--- src/rtl/ps2_pkg.sv ---
// ps2_pkg: PS/2 transmitter state encoding, keyboard command bytes and the parity helper.
package ps2_pkg;
    typedef enum logic [2:0] {IDLE, RTS, START, DATA, STOP, WAIT} ps2_tx_state_e;
    localparam logic [7:0] CMD_SET_LED = 8'hED;
    localparam logic [7:0] CMD_RESET   = 8'hFF;
    localparam logic [7:0] CMD_ENABLE  = 8'hF4;
    localparam logic [7:0] ACK_BYTE    = 8'hFA;
    function automatic logic odd_parity(input logic [7:0] b);
        return ~^b;
    endfunction
endpackage

--- src/rtl/ps2_clk_filter.sv ---
// ps2_clk_filter: glitch filter for the PS/2 clock pad; a level is accepted only after FILTER_LEN agreeing samples.
module ps2_clk_filter #(
    parameter int FILTER_LEN = 8
) (
    input  logic clk,
    input  logic reset,
    input  logic ps2c_in,
    output logic f_ps2c,
    output logic fall_edge
);
    logic [FILTER_LEN-1:0] sr_q, sr_d;
    logic f_q, f_d;
    always_comb begin
        sr_d = {ps2c_in, sr_q[FILTER_LEN-1:1]};
        f_d  = &sr_q ? 1'b1 : (~|sr_q ? 1'b0 : f_q);
    end
    always_ff @(posedge clk) begin
        if (!reset) begin
            sr_q <= '1;
            f_q  <= 1'b1;
        end else begin
            sr_q <= sr_d;
            f_q  <= f_d;
        end
    end
    assign f_ps2c    = f_q;
    assign fall_edge = f_q & ~f_d;
endmodule

--- src/rtl/ps2_tx.sv ---
// ps2_tx: host-to-device PS/2 command transmitter driving open-drain clock/data enables.
// Define PS2_TX_TIMEOUT_EN to add a device no-response watchdog (TIMEOUT_CYCLES).
module ps2_tx
    import ps2_pkg::*;
#(
    parameter int RTS_CYCLES = 6000,
    parameter int FILTER_LEN = 8
`ifdef PS2_TX_TIMEOUT_EN
    , parameter int TIMEOUT_CYCLES = 750000
`endif
) (
    input  logic       clk,
    input  logic       reset,
    input  logic       wr_ps2,
    input  logic [7:0] din,
    input  logic       ps2c_in,
    input  logic       ps2d_in,
    output logic       ps2c_oe,
    output logic       ps2d_oe,
    output logic       tx_idle,
    output logic       tx_done_tick,
    output logic       ack_err
);
    localparam int RW = $clog2(RTS_CYCLES + 1);
    ps2_tx_state_e state_q, state_d;
    logic [8:0] sh_q, sh_d;
    logic [3:0] n_q, n_d;
    logic [RW-1:0] rts_q, rts_d;
    logic ack_q, ack_d;
    logic f_ps2c, fall_edge, wd_hit;

    ps2_clk_filter #(.FILTER_LEN(FILTER_LEN)) u_filt (
        .clk      (clk),
        .reset    (reset),
        .ps2c_in  (ps2c_in),
        .f_ps2c   (f_ps2c),
        .fall_edge(fall_edge)
    );

`ifdef PS2_TX_TIMEOUT_EN
    localparam int WW = $clog2(TIMEOUT_CYCLES + 1);
    logic [WW-1:0] wd_q, wd_d;
    logic busy;
    // Counts cycles since the last device clock while waiting on the device.
    assign busy   = state_q inside {START, DATA, STOP, WAIT};
    assign wd_d   = (busy && !fall_edge) ? wd_q + WW'(1) : '0;
    assign wd_hit = busy && (wd_q == WW'(TIMEOUT_CYCLES - 1));
    always_ff @(posedge clk) begin
        if (!reset) wd_q <= '0;
        else        wd_q <= wd_d;
    end
`else
    assign wd_hit = 1'b0;
`endif

    always_comb begin
        state_d      = state_q;
        sh_d         = sh_q;
        n_d          = n_q;
        rts_d        = rts_q;
        ack_d        = ack_q;
        ps2c_oe      = 1'b0;
        ps2d_oe      = 1'b0;
        tx_done_tick = 1'b0;
        case (state_q)
            IDLE: if (wr_ps2) begin
                sh_d    = {odd_parity(din), din};
                ack_d   = 1'b0;
                rts_d   = RW'(RTS_CYCLES - 1);
                state_d = RTS;
            end
            RTS: begin
                ps2c_oe = 1'b1;
                if (rts_q == '0) state_d = START;
                else             rts_d   = rts_q - RW'(1);
            end
            START: begin
                ps2d_oe = 1'b1;
                n_d     = 4'd8;
                if (fall_edge) state_d = DATA;
            end
            DATA: begin
                ps2d_oe = ~sh_q[0];
                // n_q reaching zero means the parity bit is already on the line.
                if (fall_edge) begin
                    if (n_q == 4'd0) state_d = STOP;
                    else begin
                        sh_d = {1'b0, sh_q[8:1]};
                        n_d  = n_q - 4'd1;
                    end
                end
            end
            STOP: if (fall_edge) begin
                ack_d   = ps2d_in;
                state_d = WAIT;
            end
            WAIT: if (f_ps2c && ps2d_in) begin
                tx_done_tick = 1'b1;
                state_d      = IDLE;
            end
            default: state_d = IDLE;
        endcase
        if (wd_hit) begin
            ps2c_oe      = 1'b0;
            ps2d_oe      = 1'b0;
            ack_d        = 1'b1;
            tx_done_tick = 1'b1;
            state_d      = IDLE;
        end
    end

    always_ff @(posedge clk) begin
        if (!reset) begin
            state_q <= IDLE;
            sh_q    <= '0;
            n_q     <= '0;
            rts_q   <= '0;
            ack_q   <= 1'b0;
        end else begin
            state_q <= state_d;
            sh_q    <= sh_d;
            n_q     <= n_d;
            rts_q   <= rts_d;
            ack_q   <= ack_d;
        end
    end

    assign tx_idle = (state_q == IDLE);
    assign ack_err = ack_q;
endmodule

--- config.mk ---
export PLATFORM = sky130hd
export DESIGN_NAME = ps2_tx
export DESIGN_NICKNAME = d
export VERILOG_FILES = /design/src/rtl/ps2_pkg.sv /design/src/rtl/ps2_clk_filter.sv /design/src/rtl/ps2_tx.sv
export SDC_FILE = /design/constraint.sdc
export NUM_CORES = 1
export LEC_CHECK = 0
export ABC_AREA = 1
export CELL_PAD_IN_SITES_DETAIL_PLACEMENT = 1
export CELL_PAD_IN_SITES_GLOBAL_PLACEMENT = 1
export CORE_MARGIN = 2
export CORE_UTILIZATION = 45
export CTS_CLUSTER_DIAMETER = 40
export DETAILED_ROUTE_END_ITERATION = 12
export DONT_BUFFER_PORTS = 1
export GPL_TIMING_DRIVEN = 1
export PLACE_DENSITY = 0.78
export SLEW_MARGIN = 20
export SYNTH_ARGS = -nofsm -noshare
export SYNTH_HDL_FRONTEND = slang
export SYNTH_SLANG_ARGS = --single-unit
--- constraint.sdc ---
create_clock -name clk -period 1.6 [get_ports clk]
set_input_delay 0.16 -clock clk [delete_from_list [all_inputs] [get_ports clk]]
set_output_delay 0.16 -clock clk [all_outputs]
set_load 0.02 [all_outputs]
# [Word level (Yosys, flattened, before mapping)]
# Cells that the tools add are included.
[word_totals] reg_bits=39 latch_bits=0 ramBits=0 romBits=0 input_bits=13 wordCells=69 mem_count=0
[classes] n_addsub=2 multipliers=0 div=0 magnitude_cmp=0 eq_ne=14 shifts=0 mux=27 n_bitwise=3 n_reduce_logical=16
[op_table] op="9-bit two-way mux" n=3
[op_table] op="13-bit two-way mux" n=2
[op_table] op="13-bit case mux with 2 select lines" n=1
[op_table] op="3-bit two-way mux" n=7
[op_table] op="2-bit != test, second input constant" n=9
[op_table] op="3-bit case mux with 6 select lines" n=1
[op_table] op="9-bit case mux with 2 select lines" n=1
[op_table] op="13-bit logical NOT" n=1
[op_table] op="13-bit by 1-bit subtractor with 13-bit output, second input constant" n=1
[op_table] op="3-bit AND reduction" n=3
[op_table] op="4-bit two-way mux" n=2
[op_table] op="4-bit case mux with 2 select lines" n=1
[op_table] op="8-bit AND reduction" n=1
[op_table] op="2-bit nonzero test" n=4
[op_table] op="8-bit OR reduction" n=1
[op_table] op="8-bit XNOR reduction" n=1
[op_table] op="1-bit two-way mux" n=7
[op_table] op="7-bit AND reduction" n=1
[op_table] op="3-bit by 2-bit == test with 1-bit output, second input constant" n=2
[op_table] op="3-bit == test, second input constant" n=2
[op_table] op="4-bit logical NOT" n=1
[op_table] op="1-bit case mux with 2 select lines" n=2
[op_table] op="4-bit AND reduction" n=1
[op_table] op="4-bit by 1-bit subtractor with 4-bit output, second input constant" n=1
[op_table] op="5 further kinds" n=6

# [Depth between registers and ports, before layout]
[depth] depth_word=7 mapped_depth=12 depth_no_buf=12

# [By module]
# From an unflattened synthesis, not the netlist that was laid out.
[unflattened] hier_cells=339 area_unflattened_um2=2243.4
[modules_own_cells] mod="ps2_tx" instances=1 cells_each=295 area_per_inst_um2=1926.8 seq_area_each_um2=600.6
[modules_own_cells] mod="ps2_clk_filter" instances=1 cells_each=44 area_per_inst_um2=316.6 seq_area_each_um2=180.2

# [Worst setup path after synthesis]
# OpenSTA, ideal clock, no wires.
[synth_timing] path_kind="reg2reg" from="register state_q[1]" to="register ack_q, in the netlist ack_err" setup_ps=118 arrival_ps=1270 t_required_ps=1482 slack_ps=212 stages_incl_launch_ff=8 path_buffers=1 path_cell_list="dfxtp_1 -> nor2_1 -> nand2_1 -> inv_1 -> nand2_2 -> buf_4 -> a22oi_1 -> nor2_1"
[synth_between] elab_chain_cells=3
[synth_rtl] element="from (decl)" line="ps2_tx.sv:25" source="ps2_tx_state_e state_q, state_d;"
[synth_rtl] element="from (signal assigned)" line="ps2_tx.sv:120" source="state_q <= state_d;"
[synth_rtl] element="3-bit logical NOT (*)"
[synth_rtl] element="via tx_idle" line="ps2_tx.sv:20" source="output logic tx_idle,"
[synth_rtl] element="2-bit != test (no source line) or 2-bit nonzero test (tied branches)"
[synth_rtl] element="3-bit AND reduction (no source line)"
[synth_rtl] element="to (signal assigned)" line="ps2_tx.sv:124" source="ack_q <= ack_d;"
[synth_rtl] element="to (decl)" line="ps2_tx.sv:29" source="logic ack_q, ack_d;"
# Mark *: on every way through the listed nets, which the timed path passes. The rest lies on a longest branch.
# A chain may end at the register's enable or synchronous reset.

# [Worst setup path in the final report]
[layout_timing] from="register rts_q[0]" to="register rts_q[1]"
[layout_between] elab_chain_cells=3
[layout_rtl] element="from (decl)" line="ps2_tx.sv:28" source="logic [RW-1:0] rts_q, rts_d;"
[layout_rtl] element="from (signal assigned)" line="ps2_tx.sv:123" source="rts_q <= rts_d;"
[layout_rtl] element="13-bit by 1-bit subtractor with 13-bit output or 13-bit logical NOT (tied branches)" line="ps2_tx.sv:75, ps2_tx.sv:74"
[layout_rtl] element="13-bit two-way mux or 2-bit != test (tied branches)"
[layout_rtl] element="13-bit case mux with 2 select lines or 3-bit AND reduction (tied branches)"
# Several ways; a longest one is shown, not always the timed one. The select of a mux whose other input is x is not followed.

==> reports/results.txt <==
Clock sinks - 39
Crit-path cells - inv_2 > ha_1 > nand2_1 > nor2_1 > nand2_1 > nand2_4 > buf_6 > o22ai_1 > nor2_1
Synth Area in Adders - 2.141%
Port Buf Inserts - 0
Synth Area in Compound Gates - 8.672%
Part of the cycle the worst path needs - 92.76%
Clk slew on worst S/H paths - 0.09 ns
Synthesis-stage register bit count - 39
Multi-input gate area - 0.001371 mm²
Vias per cell - 5.143
Yosys cell types - 30
Root Buffer - clkbuf_8
WL final - 6166 µm
Synthesized area per cell - 6.421 µm²
Synth top area cells - dfxtp_1, nand2_1, nor2_1, nand3_1, inv_1
Design area - 0.002616 mm²
CP max FO - 8
Most frequent cell after synthesis - nand2_1
Vias in the first global route - 2400
Share of the synthesized area in the top cell type - 33.40%
Largest net degree at the start of global routing - 21
Clk buf depth - 2
Dominant cell type by area after synthesis - dfxtp_1
Synth Instances - 364
Worst-skew pair later-pin latency - 0.30 ns
Total Power - 4.847 mW
Seq/Total Area, Yosys - 33.40%
Post-Synth Simple-Gate Area - 41.70%
Initial antenna violation count - 0
Fill cells - 718
Antenna fix cells - 0
IO Pins - 18
Peak VDD IR - 853.2 µV
TritonRoute pass-1 iters - 4
Synthesis Warnings - 0
# setup viols final - 0
Placed cell area - 0.002450 mm²
GP Congestion - 0.8530
Area Overhead vs Synth - 11.94%
Initial Util - 46.06%
Final Hold Vio Count - 0
Layout Nets - 394
Largest family of logic cells by synthesized area - simple AND/OR/NAND/NOR gates
DP HPWL - 4555 µm
Worst Max-Slew Pin Slew - 0.6274 ns
Cts bufs inserted - 5
Fin Clk Skew - 0.01204 ns
Core Util, Final - 51.55%
First-pass GRT wire length - 10800 µm
Most frequent cells after synthesis - nand2_1, nor2_1, dfxtp_1
Die H - 76.07 µm
DRT iter0 DRCs - 106
Antenna viol nets, final - 0
Total gr overflow - 0
CTS tree - built
Synth Net Count - 381
Worst EP arrival - 1.66 ns
Worst setup SP type - register
Mux share of post-synthesis cell area - 0%
Status - completed
Crit path time final - 1.484 ns
Synth Cell Area - 0.002337 mm²
Register Area - 785.8 µm²
Post-synth EDFFs - 0
Largest stage delay, worst path - 0.39 ns
XOR/XNOR Fraction of Synth Area - 5.246%
Max_cap viols - 0
Normalized max-slew margin - 58.13%
GRT Total Usage - 22.60%
CP max-delay cell - dfxtp_1
Rows - 26
Share of layout cells above drive strength 1 - 15.87%
Worst EP required - 1.78 ns
DRC - 0
Power Density - 1853 mW/mm²
Die area - 0.005787 mm²
Core box area - 0.005075 mm²
Unrepaired setup endpoints after global routing - yes
Asr flop ratio synth - 0%
Max Fclk - 673.8 MHz
Max Slew Vio Count - 0
Lkg Pwr - 1.233 nW
Die W - 76.07 µm
Crit end category - register
Worst Setup Path Type - reg2reg
Wire per inst - 13.76 µm
Vias - 2304
CTS HTree Levels - 2
Most used DFF post-synth - dfxtp_1
Min-Delay Path Class - in2reg
-- worst max-delay path, delay by kind of cell (launching register included) --
family | cells | cell delay (ns)
buf+inv | 2 | 0.23
fa+ha+maj | 1 | 0.20
simple gates | 5 | 0.39
compound gates | 1 | 0.14
flops | 1 | 0.39
-- stage by stage --
step / setup TNS [ns] / setup slack, ns / cells / hold WS (ns)
finish: 0 / 0.1158 / 448 / 0.004814
floorplan: 0 / 0.2117 / 364 / 0.2666
global route: -0.03317 / -0.01847 / 448 / 0.009652
global placement: 0 / 0.09201 / 435 / 0.2479
detailed placement: 0 / 0.06055 / 435 / 0.2618
CTS: 0 / 0.04673 / 446 / 0.0005533
-- routing by layer --
metal  global-route usage, %  share of wire [%]  vias up
met1                   26.22                 44     1107
met3                   3.910                2.0        6
li1                        -                  -     1172
met2                   42.41                 53       19
met5                       0                  0        -
met4                   6.545                1.1        0
-- placed cells by master (no fill, tap or decap), types with 3 or more instances in the layout --
cell type,Yosys,final
inv_1,26,23
inv_2,4,6
xor2_1,6,6
nand3_1,26,25
o21ai_0,12,12
dlygate4sd3_1,0,3
xnor2_1,8,8
nor2_1,60,57
nand4_1,6,6
clkbuf_8,0,5
nor2_2,4,7
ha_1,4,4
nand3b_1,5,5
nand2_1,107,107
dfxtp_2,0,4
a21oi_1,15,15
o21ai_1,6,6
buf_4,1,16
or2_2,8,8
dfxtp_1,39,35
-- cell type report --
class	instances	share of cell area (%)
flip-flops and latches	39	30.03
clock inverters	3	0.7652
well taps	70	3.348
inverters	31	4.639
multi-input cells	280	52.42
repair buffers	20	6.169
clock buffers	5	2.630
-- kinds of logic (layout without fill, tap and decap cells) --
group	Yosys count	count (layout)
compound gates	38	38
xor+xnor	14	14
fa+ha+maj	4	4
buf+inv	45	59
flops	39	39
simple gates	224	224
-- flip-flops by register name, summed over array words and instances (netlist names) --
signal,flops
u_filt.sr_q,8
sh_q,9
state_q,3
n_q,4
u_filt.f_ps2c,1
rts_q,13
ack_err,1
-- report_power, final --
part	leakage (nW)	internal [mW]	switching, mW
clock	0.0402	0.304	0.375
sequential	0.323	1.25	0.249
combinational	0.870	0.994	1.68
total	1.23	2.54	2.30
-- path summary, 6_finish.rpt --
check / end / slack, ns / startpoint / cells after the start
worst max-delay path: rts_q[1]$_SDFFE_PN0P_ / 0.12 / rts_q[0]$_SDFFE_PN0P_ / 9
worst min-delay path: state_q[0]$_SDFFE_PN0P_ / 0.005 / reset / 2
worst max register to register: rts_q[1]$_SDFFE_PN0P_ / 0.12 / rts_q[0]$_SDFFE_PN0P_ / 9
worst min register to register: u_filt.sr_q[2]$_SDFF_PN1_ / 0.48 / u_filt.sr_q[3]$_SDFF_PN1_ / 1
-- repair_timing --
item                                   4_1_cts  5_1_grt
setup endpoints to repair                    0       26
gates resized for setup                      0       14
endpoints found under the hold margin       14        0
buffers inserted                             0        2
hold buffers                                 3        0
Power figures use the tool's default switching activity.
